===== config.mk =====
export PLATFORM = sky130hd
export DESIGN_NAME = dump_ctrl_flat
export DESIGN_NICKNAME = d
export VERILOG_FILES = /design/src/rtl/dump_ctrl_if.sv /design/src/rtl/dump_ctrl.sv /design/src/flat_wrapper.sv
export SDC_FILE = /design/constraint.sdc
export NUM_CORES = 1
export LEC_CHECK = 0
export CAP_MARGIN = 20
export CORE_MARGIN = 5
export CORE_UTILIZATION = 43
export CTS_CLUSTER_SIZE = 25
export DETAILED_ROUTE_END_ITERATION = 8
export GPL_TIMING_DRIVEN = 0
export PLACE_DENSITY = 0.75
export SYNTH_ARGS = -nofsm -noshare
export SYNTH_HDL_FRONTEND = slang
export SYNTH_SLANG_ARGS = --single-unit

===== constraint.sdc =====
create_clock -name clk -period 1.6 [get_ports clk]
set_input_delay 0.32 -clock clk [delete_from_list [all_inputs] [get_ports clk]]
set_output_delay 0.32 -clock clk [all_outputs]
set_load 0.05 [all_outputs]

===== src/rtl/dump_ctrl_if.sv =====
// Signal bundle between the dump controller and its command, RAM and UART neighbours.
// The slave modport is the controller's view; master is the environment's view.
interface dump_ctrl_if #(
    parameter int unsigned LOG2 = 9
);
    logic            dump;
    logic [2:0]      dump_chan;
    logic [LOG2-1:0] waddr;
    logic [7:0]      rdata;
    logic            tx_done;
    logic            ren;
    logic [LOG2-1:0] raddr;
    logic [2:0]      chan_sel;
    logic [7:0]      tx_data;
    logic            trmt;
    logic            busy;
    logic            dump_done;

    modport slave (
        input  dump, dump_chan, waddr, rdata, tx_done,
        output ren, raddr, chan_sel, tx_data, trmt, busy, dump_done
    );

    modport master (
        output dump, dump_chan, waddr, rdata, tx_done,
        input  ren, raddr, chan_sel, tx_data, trmt, busy, dump_done
    );
endinterface


===== src/rtl/dump_ctrl.sv =====
// Streams one channel's capture RAM out over the UART, oldest sample first,
// one byte per read/latch/send/wait-for-tx_done round trip.
module dump_ctrl #(
    parameter int unsigned ENTRIES = 384,
    parameter int unsigned LOG2    = 9
) (
    input  logic        clk,
    input  logic        rst_n,
    dump_ctrl_if.slave  bus
);
    localparam logic [LOG2-1:0] LAST = LOG2'(ENTRIES - 1);

    typedef enum logic [2:0] {
        IDLE,
        READ,
        LATCH,
        SEND,
        WAIT_TX
    } state_t;

    state_t          state,     state_d;
    logic [LOG2-1:0] raddr_q,   raddr_d;
    logic [LOG2-1:0] cnt_q,     cnt_d;
    logic [2:0]      chan_q,    chan_d;
    logic [7:0]      tx_data_q, tx_data_d;
    logic            busy_q,    busy_d;
    logic            ren_q,     ren_d;
    logic            trmt_q,    trmt_d;
    logic            done_q,    done_d;

    // State and all outputs are registered; pulse outputs are decided one cycle ahead.
    always_ff @(posedge clk or negedge rst_n) begin
        if (!rst_n) begin
            state     <= IDLE;
            raddr_q   <= '0;
            cnt_q     <= '0;
            chan_q    <= '0;
            tx_data_q <= '0;
            busy_q    <= 1'b0;
            ren_q     <= 1'b0;
            trmt_q    <= 1'b0;
            done_q    <= 1'b0;
        end else begin
            state     <= state_d;
            raddr_q   <= raddr_d;
            cnt_q     <= cnt_d;
            chan_q    <= chan_d;
            tx_data_q <= tx_data_d;
            busy_q    <= busy_d;
            ren_q     <= ren_d;
            trmt_q    <= trmt_d;
            done_q    <= done_d;
        end
    end

    // Next-state logic; ren/trmt are raised on entry to READ/SEND so they coincide with those states.
    always_comb begin
        state_d   = state;
        raddr_d   = raddr_q;
        cnt_d     = cnt_q;
        chan_d    = chan_q;
        tx_data_d = tx_data_q;
        busy_d    = busy_q;
        ren_d     = 1'b0;
        trmt_d    = 1'b0;
        done_d    = 1'b0;
        case (state)
            IDLE: begin
                if (bus.dump) begin
                    raddr_d = bus.waddr;
                    chan_d  = bus.dump_chan;
                    cnt_d   = '0;
                    busy_d  = 1'b1;
                    ren_d   = 1'b1;
                    state_d = READ;
                end
            end
            READ: begin
                state_d = LATCH;
            end
            LATCH: begin
                tx_data_d = bus.rdata;
                trmt_d    = 1'b1;
                state_d   = SEND;
            end
            SEND: begin
                state_d = WAIT_TX;
            end
            WAIT_TX: begin
                if (bus.tx_done) begin
                    if (cnt_q == LAST) begin
                        done_d  = 1'b1;
                        busy_d  = 1'b0;
                        state_d = IDLE;
                    end else begin
                        cnt_d   = cnt_q + LOG2'(1);
                        // Explicit compare keeps the wrap exact when ENTRIES is not a power of two.
                        raddr_d = (raddr_q == LAST) ? '0 : raddr_q + LOG2'(1);
                        ren_d   = 1'b1;
                        state_d = READ;
                    end
                end
            end
            default: begin
                state_d = IDLE;
            end
        endcase
    end

    assign bus.ren       = ren_q;
    assign bus.raddr     = raddr_q;
    assign bus.chan_sel  = chan_q;
    assign bus.tx_data   = tx_data_q;
    assign bus.trmt      = trmt_q;
    assign bus.busy      = busy_q;
    assign bus.dump_done = done_q;
endmodule


===== src/flat_wrapper.sv =====
// flat-port wrapper written by rule: the top's interface ports become plain ports
module dump_ctrl_flat 
#(
    parameter int unsigned ENTRIES = 384,
    parameter int unsigned LOG2    = 9
)
  (clk, rst_n, bus_dump, bus_dump_chan, bus_waddr, bus_rdata, bus_tx_done, bus_ren, bus_raddr, bus_chan_sel, bus_tx_data, bus_trmt, bus_busy, bus_dump_done);
  dump_ctrl_if #(.LOG2(LOG2)) bus_i ();
  input  logic clk;
  input  logic rst_n;
  input wire logic [$bits(bus_i.dump)-1:0] bus_dump;
  input wire logic [$bits(bus_i.dump_chan)-1:0] bus_dump_chan;
  input wire logic [$bits(bus_i.waddr)-1:0] bus_waddr;
  input wire logic [$bits(bus_i.rdata)-1:0] bus_rdata;
  input wire logic [$bits(bus_i.tx_done)-1:0] bus_tx_done;
  output wire logic [$bits(bus_i.ren)-1:0] bus_ren;
  output wire logic [$bits(bus_i.raddr)-1:0] bus_raddr;
  output wire logic [$bits(bus_i.chan_sel)-1:0] bus_chan_sel;
  output wire logic [$bits(bus_i.tx_data)-1:0] bus_tx_data;
  output wire logic [$bits(bus_i.trmt)-1:0] bus_trmt;
  output wire logic [$bits(bus_i.busy)-1:0] bus_busy;
  output wire logic [$bits(bus_i.dump_done)-1:0] bus_dump_done;
  assign bus_i.dump = bus_dump;
  assign bus_i.dump_chan = bus_dump_chan;
  assign bus_i.waddr = bus_waddr;
  assign bus_i.rdata = bus_rdata;
  assign bus_i.tx_done = bus_tx_done;
  assign bus_ren = bus_i.ren;
  assign bus_raddr = bus_i.raddr;
  assign bus_chan_sel = bus_i.chan_sel;
  assign bus_tx_data = bus_i.tx_data;
  assign bus_trmt = bus_i.trmt;
  assign bus_busy = bus_i.busy;
  assign bus_dump_done = bus_i.dump_done;
  dump_ctrl #(.ENTRIES(ENTRIES), .LOG2(LOG2)) u_core (.clk(clk), .rst_n(rst_n), .bus(bus_i));
endmodule

==> metrics.cfg <==
[final_layout]
antenna_cells = 0
layout-drive-gt1-share_pct = 31.2
final_cell_mix = dfrtp_1, clkdlybuf4s50_1, buf_4
syn2layout_area_growth_pct = 53.3
fin_cells = 303
fillCellCount = 294
layout_commonest_cell = dfrtp_1
fin_area_um2 = 2800
fin_nets = 278

[clocking]
worstSkewPairLatency_ns = 0.30
clock_path_buffers = 2
cts_root_buffer = clkbuf_8
cts_tree = built
cts_made_buffers = 5
clock-sinks = 36
htree_levels = 2
cts_hold_buf = 0
cts.clk_slew.worst_paths_ns = 0.08

[yosys]
ys_seq_area_share_pct = 49.3
synth_xor_area_share_pct = 0.960
ys_ff_latch = 36
synthMuxAreaShare_pct = 6.03
syn_nets = 200
syn_inst = 174
yosys_warnings = 0
synth_top_family_by_area = compound AO/OA/AOI/OAI gates
synth_area_um2 = 1830
synth.avg_cell_area_um2 = 10.5
yosys.area_share.simple_pct = 18.7
synth_cell_type_count = 44
synth_compound_gate_area_share_pct = 19.0
synthAdderAreaFrac_pct = 1.37

[power_and_ir_drop]
p_total_w = 0.00533
p_sw_w = 0.00250
power_density_nw_per_um2 = 1900
switching_share_pct = 47.0
power_frac_seq_pct = 29.1
p_leak_nw = 1.23
power_frac_clock_pct = 13.8
ir_drop_v = 0.000813
power.internal_w = 0.00283
p_comb_share_pct = 57.1

[outcome]
outcome = finished with violations
violations = negative setup slack

[route]
antenna_left = 0
wire_per_inst_um = 17.1
dr.pass1.iters = 6
drt_iter0_drc = 101
vias = 1725
wl_mm = 5.19
drc = 0
via_per_inst = 5.69

[critical_path]
startpoint = u_core.cnt_q[0]
regToRegSetupSlack_ns = -0.08
required_ns = 1.79
cp-end-kind = flip-flop
crit_type = flip-flop to flip-flop
startpoint_type = flip-flop
crit_arrival_ns = 1.87
crit_fanout = 7
r2r-start = u_core.cnt_q[0]

[floorplanning]
initial_core_util_pct = 45.0
core-area_um2 = 4060
die_w_um = 75.2
die_y_um = 75.2
die_area_um2 = 5650
num_rows = 23
num_io_pins = 48

[min_path]
hp-class = input pin to asynchronous set/reset pin

[global_route]
grt_max_degree = 37
grt_pass1_wl_mm = 7.25
grt-ovfl-total = 0
gr-usage-all-layers_pct = 17.4
antenna_found_initial = 0
grt_pass1_vias = 1463

[place]
portBuffers = 47
place_congestion = 0.794
placedCellCount = 271
place_hpwl_mm = 3.05
placed_cell_area_um2 = 2380

[sta]
max_slew_margin_pct = 45.3
fin_ws_ns = -0.0758
fmax_mhz = 597
grt_setup_unrepaired = true
skew_ns = 0.00784
hold_violations = 0
fin_crit_ns = 1.68
min_period_over_period_pct = 105
finalMaxSlewViolations = 0
setup_viol = 7
worst_pin_slew_ns = 0.821

[flow_run]
maxCapViolCount = 0

-- state kept, by name (all words and copies together) (netlist names) --
name,count
u_core.bus.tx_data,8
u_core.state,3
u_core.bus.dump_done,1
u_core.cnt_q,9
u_core.bus.raddr,9
u_core.bus.trmt,1
u_core.bus.chan_sel,3
u_core.bus.ren,1
u_core.bus.busy,1
-- routing by layer --
layer / up-vias / wire, um / track usage [%]
li1: 806 / - / -
met1: 812 / 2110 / 23.1
met5: - / 0 / 0
met3: 21 / 507 / 5.21
met4: 0 / 158 / 6.99
met2: 86 / 2410 / 26.5
-- per-stage QoR --
step           utilization (%)  hold slack, ns  setup TNS (ns)  worst slack [ns]
3_5_place_dp              58.6           0.465           -7.29            -0.454
4_1_cts                   63.6           0.149               0           0.00590
5_1_grt                   69.0           0.179          -0.963            -0.137
3_3_place_gp              58.7           0.459          -29.66            -0.739
2_1_floorplan                -          0.0244               0           0.00135
6_report                  69.0           0.113          -0.245           -0.0758
-- critical path, cell delays in order (launching register included) --
cell and delay (ns):
dfrtp_1 0.36, ha_2 0.18, and4_4 0.26, a21oi_4 0.09
buf_6 0.13, nor2_4 0.20, inv_4 0.08, a32o_1 0.26
-- worst paths after layout --
check                           cells past startpoint                endpoint
max in group asynchronous                           1         u_core.state[2]
worst max-delay path                                7         u_core.cnt_q[6]
min in group clk                                    2  u_core.bus.chan_sel[2]
worst min-delay path                                1   u_core.bus.tx_data[5]
worst min register to register                      2  u_core.bus.chan_sel[2]
worst max register to register                      7         u_core.cnt_q[6]
-- cell usage after synthesis (all sizes together) --
cell | count | area [um^2]
a21o | 3 | 22.5
a22o | 5 | 43.8
nand3b | 1 | 7.51
o221ai | 1 | 8.76
o22ai | 7 | 43.8
nor4 | 1 | 12.5
and3 | 2 | 12.5
dfrtp | 36 | 901
o31ai | 3 | 22.5
nand2 | 19 | 71.3
mux2 | 8 | 90.1
a32o | 1 | 10.0
o21a | 1 | 7.51
nand4b | 1 | 8.76
xnor2 | 2 | 17.5
nor3 | 3 | 15.0
buf | 8 | 61.3
a22oi | 2 | 15.0
nor3b | 4 | 35.0
o41ai | 1 | 8.76
nand3 | 9 | 45.0
or3b | 1 | 8.76
o2bb2ai | 2 | 17.5
and4 | 1 | 8.76
nand4 | 3 | 18.8
and4b | 1 | 10.0
ha | 2 | 25.0
nand4bb | 1 | 11.3
mux2i | 2 | 20.0
o211ai | 2 | 15.0
o21ai | 15 | 75.1
nor2 | 10 | 40.0
nor4b | 1 | 23.8
and2 | 2 | 12.5
inv | 6 | 22.5
a2bb2oi | 2 | 17.5
o21bai | 1 | 7.51
a21oi | 4 | 31.3
-- cell families after synthesis --
family,count (synthesis)
compound gates,50
xor+xnor,2
fa+ha+maj,2
buf+inv,14
flops,36
mux,10
simple gates,60
-- power groups by stage --
stage,Sequential (W),Clock (W),Combinational (W)
after CTS,0.00152,0.000731,0.00271
after floorplan,0.00244,0,0.000916
after global routing,0.00159,0.000778,0.00322
after global placement,0.00153,0,0.00267
final,0.00155,0.000735,0.00305
after detailed placement,0.00154,0,0.00269
-- area by class of cell --
cell class	instances	area (um^2)	area share (%)
multi-input combinational	124	961	34.3
sequential	36	910	32.5
timing repair buffer	71	657	23.5
clock buffer	8	100	3.58
buffer	8	83.8	3.00
tap	50	62.6	2.24
inverter	6	25.0	0.894
-- what timing repair did --
item | 4_1_cts | 5_1_grt
setup buffers | 9 | 12
endpoints found under the setup margin | 39 | 20
gates resized for setup | 38 | 34
pin swaps | 3 | 15
gates cloned | 1 | 2
No activity file was read; power rests on OpenSTA's default activity.
